$ cat src/rtl/wisc_pkg.sv
// Shared definitions for the 16-bit, 4-bit-opcode pipelined CPU.
// Holds opcode, branch, alu_src and lb encodings plus the halt FSM state type.
package wisc_pkg;

    localparam logic [3:0] OP_ADD    = 4'h0;
    localparam logic [3:0] OP_SUB    = 4'h1;
    localparam logic [3:0] OP_XOR    = 4'h2;
    localparam logic [3:0] OP_RED    = 4'h3;
    localparam logic [3:0] OP_SLL    = 4'h4;
    localparam logic [3:0] OP_SRA    = 4'h5;
    localparam logic [3:0] OP_ROR    = 4'h6;
    localparam logic [3:0] OP_PADDSB = 4'h7;
    localparam logic [3:0] OP_LW     = 4'h8;
    localparam logic [3:0] OP_SW     = 4'h9;
    localparam logic [3:0] OP_LLB    = 4'hA;
    localparam logic [3:0] OP_LHB    = 4'hB;
    localparam logic [3:0] OP_B      = 4'hC;
    localparam logic [3:0] OP_BR     = 4'hD;
    localparam logic [3:0] OP_PCS    = 4'hE;
    localparam logic [3:0] OP_HLT    = 4'hF;

    localparam logic [2:0] BR_NONE = 3'b000;
    localparam logic [2:0] BR_B    = 3'b001;
    localparam logic [2:0] BR_BR   = 3'b010;
    localparam logic [2:0] BR_PCS  = 3'b011;
    localparam logic [2:0] BR_HLT  = 3'b100;

    localparam logic [1:0] ALU_SRC_RT    = 2'b00;
    localparam logic [1:0] ALU_SRC_IMM   = 2'b01;
    localparam logic [1:0] ALU_SRC_SHAMT = 2'b10;

    localparam logic [1:0] LB_NONE = 2'b00;
    localparam logic [1:0] LB_LLB  = 2'b01;
    localparam logic [1:0] LB_LHB  = 2'b11;

    typedef enum logic [1:0] {
        ST_RUN    = 2'd0,
        ST_DRAIN  = 2'd1,
        ST_HALTED = 2'd2
    } halt_state_t;

endpackage

$ cat src/rtl/id_ex_stage_hazard_detect.sv
// Load-use hazard comparator: a load in EX whose destination is read by ID.
// Ports: ex_valid/ex_memtoreg/ex_rd from EX, id_valid/id_rs/id_rt/*_used from ID; hazard out.
module hazard_detect
    import wisc_pkg::*;
#(
    parameter int REG_AW = 4
) (
    input  logic              ex_valid,
    input  logic              ex_memtoreg,
    input  logic [REG_AW-1:0] ex_rd,
    input  logic              id_valid,
    input  logic [REG_AW-1:0] id_rs,
    input  logic [REG_AW-1:0] id_rt,
    input  logic              id_rs_used,
    input  logic              id_rt_used,
    output logic              hazard
);

    logic ex_load;
    logic src_match;

    // r0 is hardwired zero, so a load to r0 never creates a dependency
    assign ex_load   = ex_valid & ex_memtoreg & (ex_rd != '0);
    assign src_match = (id_rs_used & (id_rs == ex_rd))
                     | (id_rt_used & (id_rt == ex_rd));
    assign hazard    = ex_load & id_valid & src_match;

endmodule

$ cat src/rtl/id_ex_stage.sv
// ID/EX pipeline register with load-use stall, flush bubble and halt drain FSM.
// Ports: id_* decoded instruction in, flush in; ex_* registered copies, stall (comb), halted (reg).
module id_ex_stage
    import wisc_pkg::*;
#(
    parameter int DATA_W       = 16,
    parameter int REG_AW       = 4,
    parameter int DRAIN_CYCLES = 3
) (
    input  logic              clk,
    input  logic              rst,
    input  logic              id_valid,
    input  logic [3:0]        id_opcode,
    input  logic              id_rf_write,
    input  logic              id_dm_write,
    input  logic              id_memtoreg,
    input  logic [1:0]        id_lb,
    input  logic [1:0]        id_alu_src,
    input  logic [2:0]        id_branch,
    input  logic [REG_AW-1:0] id_rs,
    input  logic [REG_AW-1:0] id_rt,
    input  logic [REG_AW-1:0] id_rd,
    input  logic              id_rs_used,
    input  logic              id_rt_used,
    input  logic [DATA_W-1:0] id_rdata1,
    input  logic [DATA_W-1:0] id_rdata2,
    input  logic [DATA_W-1:0] id_imm,
    input  logic [DATA_W-1:0] id_pc_next,
    input  logic              flush,
    output logic              ex_valid,
    output logic [3:0]        ex_opcode,
    output logic              ex_rf_write,
    output logic              ex_dm_write,
    output logic              ex_memtoreg,
    output logic [1:0]        ex_lb,
    output logic [1:0]        ex_alu_src,
    output logic [2:0]        ex_branch,
    output logic [REG_AW-1:0] ex_rs,
    output logic [REG_AW-1:0] ex_rt,
    output logic [REG_AW-1:0] ex_rd,
    output logic [DATA_W-1:0] ex_rdata1,
    output logic [DATA_W-1:0] ex_rdata2,
    output logic [DATA_W-1:0] ex_imm,
    output logic [DATA_W-1:0] ex_pc_next,
    output logic              stall,
    output logic              halted
);

    localparam int CNT_W = $clog2(DRAIN_CYCLES) + 1;
    localparam logic [CNT_W-1:0] CNT_LAST = CNT_W'(DRAIN_CYCLES - 1);

    halt_state_t      state;
    halt_state_t      state_next;
    logic [CNT_W-1:0] cnt;
    logic [CNT_W-1:0] cnt_next;
    logic             hazard;
    logic             cap;
    logic             hlt_cap;

    hazard_detect #(
        .REG_AW(REG_AW)
    ) u_hazard (
        .ex_valid   (ex_valid),
        .ex_memtoreg(ex_memtoreg),
        .ex_rd      (ex_rd),
        .id_valid   (id_valid),
        .id_rs      (id_rs),
        .id_rt      (id_rt),
        .id_rs_used (id_rs_used),
        .id_rt_used (id_rt_used),
        .hazard     (hazard)
    );

    // Anything that is not a real capture becomes an all-zero bubble
    assign cap     = (state == ST_RUN) & ~flush & ~hazard & id_valid;
    assign hlt_cap = cap & (id_branch == BR_HLT);

    always_ff @(posedge clk or posedge rst) begin
        if (rst) begin
            ex_valid    <= 1'b0;
            ex_opcode   <= '0;
            ex_rf_write <= 1'b0;
            ex_dm_write <= 1'b0;
            ex_memtoreg <= 1'b0;
            ex_lb       <= '0;
            ex_alu_src  <= '0;
            ex_branch   <= '0;
            ex_rs       <= '0;
            ex_rt       <= '0;
            ex_rd       <= '0;
            ex_rdata1   <= '0;
            ex_rdata2   <= '0;
            ex_imm      <= '0;
            ex_pc_next  <= '0;
        end else if (cap) begin
            ex_valid    <= 1'b1;
            ex_opcode   <= id_opcode;
            ex_rf_write <= id_rf_write;
            ex_dm_write <= id_dm_write;
            ex_memtoreg <= id_memtoreg;
            ex_lb       <= id_lb;
            ex_alu_src  <= id_alu_src;
            ex_branch   <= id_branch;
            ex_rs       <= id_rs;
            ex_rt       <= id_rt;
            ex_rd       <= id_rd;
            ex_rdata1   <= id_rdata1;
            ex_rdata2   <= id_rdata2;
            ex_imm      <= id_imm;
            ex_pc_next  <= id_pc_next;
        end else begin
            ex_valid    <= 1'b0;
            ex_opcode   <= '0;
            ex_rf_write <= 1'b0;
            ex_dm_write <= 1'b0;
            ex_memtoreg <= 1'b0;
            ex_lb       <= '0;
            ex_alu_src  <= '0;
            ex_branch   <= '0;
            ex_rs       <= '0;
            ex_rt       <= '0;
            ex_rd       <= '0;
            ex_rdata1   <= '0;
            ex_rdata2   <= '0;
            ex_imm      <= '0;
            ex_pc_next  <= '0;
        end
    end

    always_ff @(posedge clk or posedge rst) begin
        if (rst) begin
            state  <= ST_RUN;
            cnt    <= '0;
            halted <= 1'b0;
        end else begin
            state  <= state_next;
            cnt    <= cnt_next;
            halted <= (state_next == ST_HALTED);
        end
    end

    // Counter stops at CNT_LAST because the FSM leaves DRAIN there
    always_comb begin
        state_next = state;
        cnt_next   = cnt;
        unique case (state)
            ST_RUN: begin
                if (hlt_cap) begin
                    state_next = ST_DRAIN;
                    cnt_next   = '0;
                end
            end
            ST_DRAIN: begin
                if (cnt == CNT_LAST) begin
                    state_next = ST_HALTED;
                end else begin
                    cnt_next = cnt + 1'b1;
                end
            end
            ST_HALTED: begin
                state_next = ST_HALTED;
            end
            default: begin
                state_next = ST_RUN;
                cnt_next   = '0;
            end
        endcase
    end

    always_comb begin
        stall = (hazard & ~flush) | (state != ST_RUN);
    end

endmodule

$ cat config.mk
export PLATFORM = sky130hd
export DESIGN_NAME = id_ex_stage
export DESIGN_NICKNAME = d
export VERILOG_FILES = /design/src/rtl/wisc_pkg.sv /design/src/rtl/id_ex_stage_hazard_detect.sv /design/src/rtl/id_ex_stage.sv
export SDC_FILE = /design/constraint.sdc
export NUM_CORES = 1
export LEC_CHECK = 0
export ABC_CLOCK_PERIOD_IN_PS = 4300
export CAP_MARGIN = 20
export CORE_MARGIN = 8
export CORE_UTILIZATION = 38
export CTS_CLUSTER_DIAMETER = 150
export DETAILED_ROUTE_END_ITERATION = 10
export PLACE_DENSITY = 0.92
export SLEW_MARGIN = 20
export SYNTH_ARGS = -nofsm -noshare
export SYNTH_HDL_FRONTEND = slang
export SYNTH_SLANG_ARGS = --single-unit
$ cat constraint.sdc
create_clock -name clk -period 4.3 [get_ports clk]
set_input_delay 0.86 -clock clk [delete_from_list [all_inputs] [get_ports clk]]
set_output_delay 0.86 -clock clk [all_outputs]
set_load 0.005 [all_outputs]
# Word level (Yosys, flattened, before mapping)

Cells that the tools add are included.

Register bits: 97
Input bits: 96
Output and inout bits: 93
Word-level logic and storage cells: 69

$add $sub $neg: 1
Equality and inequality tests: 9
Muxes and demuxes: 21
Bitwise operators: 16
Reduce and logical (&&, ||, !) cells: 4

Operators with widths:

| cell                  | count |
|---|---|
| $mux W16              | 4 |
| $mux W4               | 4 |
| $and A1 B1 Y1         | 11 |
| $mux W3               | 3 |
| $pmux W3 S3           | 1 |
| $eq A4 B4 Y1          | 2 |
| $mux W2               | 4 |
| $pmux W2 S3           | 1 |
| $eq A2 B2 Y1 const B  | 2 |
| $mux W1               | 4 |
| $ne A2 B2 Y1 const B  | 2 |
| $reduce_bool A4 Y1    | 1 |
| $add A3 B1 Y3 const B | 1 |
| $eq A3 B2 Y1 const B  | 1 |
| $eq A3 B3 Y1 const B  | 1 |
| $not A1 Y1            | 3 |
| $reduce_and A3 Y1     | 1 |
| $eq A2 B1 Y1 const B  | 1 |
| $logic_not A2 Y1      | 1 |
| $or A1 B1 Y1          | 2 |
| $reduce_bool A2 Y1    | 1 |

# Logic depth before layout (Yosys ltp)

Word-level depth: 11
Mapped depth: 6
Mapped depth without buffers: 6

# By module

From an unflattened synthesis, not the netlist that was laid out.

Cell total of the unflattened synthesis: 242
Area, all modules: 3408.3 sq um

Modules (own cells, without submodules):

| module        | instances | cells an instance | area an instance (sq um) | sequential area each (sq um) |
|---|---|---|---|---|
| id_ex_stage   | 1         | 227               | 3299.4                   | 2427.3 |
| hazard_detect | 1         | 15                | 108.9                    | 0.0 |

# Worst setup path after synthesis

Ideal clock, no wire load.

Kind: input-to-output
Start: input id_rs[0]
End: output stall
Arrival: 1.641 ns
Path slack: 1.799 ns
Stages on the path: 5
Path through: xor2_1 nor3_1 and4_4 nor2_1 o21ai_0

Cells in the longest elaborated chain, start to end: 6

Ends and longest elaborated chain:

| what          | RTL line                        | RTL |
|---|---|---|
| from (decl)   | id_ex_stage.sv:20               | `input logic [REG_AW-1:0] id_rs,` |
| $eq A4 B4 Y1  | id_ex_stage_hazard_detect.sv:24 | `assign src_match = (id_rs_used & (id_rs == ex_rd))` |
| $and A1 B1 Y1 | id_ex_stage_hazard_detect.sv:24 |  |
| $or A1 B1 Y1  | id_ex_stage_hazard_detect.sv:25 | `\| (id_rt_used & (id_rt == ex_rd));` |
| $and A1 B1 Y1 | id_ex_stage_hazard_detect.sv:26 | `assign hazard = ex_load & id_valid & src_match;` |
| $and A1 B1 Y1 | id_ex_stage.sv:171              | `stall = (hazard & ~flush) \| (state != ST_RUN);` |
| $or A1 B1 Y1  | id_ex_stage.sv:171              |  |
| to (decl)     | id_ex_stage.sv:45               | `output logic stall,` |

No other way between the ends.

# Worst setup path after layout

Start: input id_rt[0]
End: output stall

Cells in the longest elaborated chain, start to end: 6

Ends and longest elaborated chain:

| what          | RTL line                        | RTL |
|---|---|---|
| from (decl)   | id_ex_stage.sv:21               | `input logic [REG_AW-1:0] id_rt,` |
| $eq A4 B4 Y1  | id_ex_stage_hazard_detect.sv:25 |  |
| $and A1 B1 Y1 | id_ex_stage_hazard_detect.sv:25 |  |
| $or A1 B1 Y1  | id_ex_stage_hazard_detect.sv:25 |  |
| $and A1 B1 Y1 | id_ex_stage_hazard_detect.sv:26 |  |
| $and A1 B1 Y1 | id_ex_stage.sv:171              |  |
| $or A1 B1 Y1  | id_ex_stage.sv:171              |  |

No other way between the ends.

==> reports/metrics.cfg <==
[worst_setup_path]
critPathKind = in2out
max_stage_delay_ps = 520
rr_endpoint = ex_rdata1[9]$_DFF_PP0_
worst-path-buf-inv = 2
crit_cells = 7
endpoint_kind = primary output
cp-endpoint = stall
crit_start = id_rt[0]
critical_path_arrival_ps = 2850
setup.worst_path.start_class = primary input
cp_slowest_cell = clkdlybuf4s50_1
path_max_fanout = 3
path_cells = clkdlybuf4s50_1 -> xor2_1 -> nor3_1 -> and4_4 -> nor2_1 -> o21ai_0 -> clkdlybuf4s50_1
reg2reg_slack_ps = 2160
r2r_start = ex_rd[0]$_DFF_PP0_
cpMostUsedCell = clkdlybuf4s50_1
crit_family = buffers and inverters
cp.required_ps = 3440
reg2reg_depth = 6

[sta]
layout_min_cycle_time_ps = 3707
setup_tns_ps = 0
period_share_pct = 86.21
max_clock_freq_ghz = 0.2698
rsz0062_at_grt = false
tightestPinTransition_ps = 742.5
hold_viol_final = 0
slew_headroom_pct = 50.50
finalSetupViolations = 0
slew_viol_final = 0
finClkSkew_ps = 12.19
whs_ps = 533.4

[route]
dr.first_iter.drc_count = 82
vias = 2428
postRouteAntennaNets = 0
via_per_inst = 4.439
wl_per_cell_um = 18.01
firstDrtPassIters = 4
wirelength_mm = 9.853
drc = 0

[floorplan]
core_area_mm2 = 0.008636
dieArea_mm2 = 0.01208
die_h_um = 109.9
start_util_pct = 38.81
num_rows = 34
die_x_um = 109.9
io_pins = 189

[place]
port_buffers = 188
place_area_mm2 = 0.005354
gp_congestion = 0.7729
dp_hpwl_mm = 7.827

[clocking]
cts_setup_buffers = 0
hold_buffers = 0
cts_root_buffer = clkbuf_8
post_cts_resized = 0
clk_latency_ps = 340
cts_made_buffers = 9
htreeDepth = 3
clkSinkCount = 97
clk_pin_slew_worst_paths_ps = 80
cts_tree = built
clockBufferDepth = 2

[layout]
antenna_cells = 0
area_growth_pct = 65.81
fin_util_pct = 64.36
fin_nets = 533
drive_gt1_share_pct = 5.923
stdcell_area_mm2 = 0.005558

[power]
p_int_w = 0.001398
p_seq_share_pct = 53.5
switching_share_pct = 22.17
power_density_mw_per_mm2 = 323.3
netSwitchingPower_w = 0.0003983
clkPwrFrac_pct = 33.3
peakVddDrop_mv = 0.2195
cellLeakagePower_nw = 2.543
pwr-share-comb_pct = 13.2

[synthesis]
synth_cell_types = 22
ys_ff_latch = 97
synth-compound-area-share_pct = 0.8212
synth_warnings = 0
seq_area_frac_synth_pct = 72.42
yosys.area_share.simple_pct = 21.28
syn_nets = 339
synth_xor_area_share_pct = 2.090
synth_fa_ha_area_share_pct = 0.7465
synth_top_family_by_area = simple AND/OR/NAND/NOR gates
syn_area_mm2 = 0.003352
muxShareOfSynthArea_pct = 1.008
synthCells = 241
syn-mean-instance-area_um2 = 13.91

[grt]
overflow = 0
grt_start_max_net_pins = 62
grt_usage_pct = 16.41
grt_first_pass_wirelength_mm = 14.79
grt_pass1_vias = 2806
antenna_found_initial = 0

[min_path]
hp-class = reg2reg

[run]
cap_violations = 0

[outcome]
outcome = completed

[worst min-delay path by stage]
| stage | cells past startpoint | to | start |
|---|---|---|---|
| 3_5_place_dp | 1 | cnt[0]$_DFFE_PP0P_ | cnt[0]$_DFFE_PP0P_ |
| 3_3_place_gp | 1 | cnt[0]$_DFFE_PP0P_ | cnt[0]$_DFFE_PP0P_ |
| 6_report | 1 | cnt[0]$_DFFE_PP0P_ | cnt[0]$_DFFE_PP0P_ |
| 2_1_floorplan | 1 | cnt[0]$_DFFE_PP0P_ | cnt[0]$_DFFE_PP0P_ |
| 4_1_cts | 1 | cnt[0]$_DFFE_PP0P_ | cnt[0]$_DFFE_PP0P_ |
| 5_1_grt | 1 | cnt[0]$_DFFE_PP0P_ | cnt[0]$_DFFE_PP0P_ |
[final cells by class]
class / instances / area [um2]
Fill cell: 664 / 3078
Sequential cell: 97 / 2427
Timing Repair Buffer: 192 / 1912
Multi-Input combinational cell: 133 / 869.6
Clock buffer: 11 / 151.4
Tap cell: 108 / 135.1
Clock inverter: 4 / 52.55
Inverter: 2 / 10.01
[cells in the final DEF, fill, tap and decap left out, drive strengths merged]
cell type,count
nor3,3
ha,2
o22ai,2
o21ai,2
and4,2
mux2,3
nor3b,1
buf,4
nor4b,1
bufinv,1
inv,2
a21oi,1
nand3,2
xor2,6
nor2,7
clkdlybuf4s50,188
and2,90
nor4,1
nand2,3
nor2b,2
xnor2,2
nand2b,3
clkinvlp,3
clkbuf,11
dfrtp,97
[cells in the mapped netlist]
cell type  number  area share (%)
ha_1            2            0.75
a21oi_1         1            0.15
nor2_1          7            0.78
o22ai_1         2            0.37
nor4_1          1            0.19
and2_1         90              17
nor2b_1         2            0.37
mux2_2          3             1.0
nand3_1         2            0.30
xnor2_1         2            0.52
buf_4           1            0.22
nor4b_1         1            0.26
clkbuf_2        8             1.2
nand2b_1        3            0.56
o21ai_0         2            0.30
nand2_1         3            0.34
inv_1           2            0.22
nor3_1          3            0.45
nor3b_4         1            0.56
and4_4          2            0.67
xor2_1          6             1.6
dfrtp_1        97              72
[stage by stage]
step                      total power (W)  setup slack, ps  cells
after floorplan                  0.001046            906.3    241
after global placement           0.001209            614.6    532
after detailed placement         0.001221            586.8    532
after CTS                        0.001824            588.7    547
after global routing             0.001885            500.7    547
final                            0.001797            593.1    547
[logic make-up after synthesis]
family	after synthesis
and+or+nand+nor	115
DFF	97
buffers and inverters	11
xor gates and xnor gates	8
AOI/OAI and AO/OA	5
muxes	3
adders and majority gates	2
[sequential cells by signal, summed over array words and instances, names as in the netlist, 2 cells and up]
register,flops
ex_imm,16
ex_pc_next,16
ex_rdata1,16
ex_rdata2,16
ex_opcode,4
ex_rd,4
ex_rs,4
ex_rt,4
cnt,3
ex_branch,3
ex_alu_src,2
ex_lb,2
state,2
[power by group through the flow]
| stage | sequential [W] | clock [W] | combinational (W) |
|---|---|---|---|
| 6_report | 0.000961 | 0.000598 | 0.000237 |
| 5_1_grt | 0.000965 | 0.000662 | 0.000257 |
| 4_1_cts | 0.000962 | 0.000620 | 0.000242 |
| 3_5_place_dp | 0.000980 | 0 | 0.000241 |
| 3_3_place_gp | 0.000977 | 0 | 0.000232 |
| 2_1_floorplan | 0.000981 | 0 | 0.0000659 |
[per-layer routing]
layer / track usage (%) / vias to the layer above / share of wire, %
met5: 0 / - / 0
met4: 4.436 / 0 / 0.91
met3: 7.913 / 9 / 11
met2: 30.52 / 98 / 56
met1: 15.63 / 1189 / 33
li1: - / 1132 / -
[worst reg2reg max path: cells and delay by family (launching register included)]
kind,cells,cell delay (ps)
and+or+nand+nor,5,1290
DFF,1,440
buffers and inverters,1,350
Power figures use the tool's default switching activity.
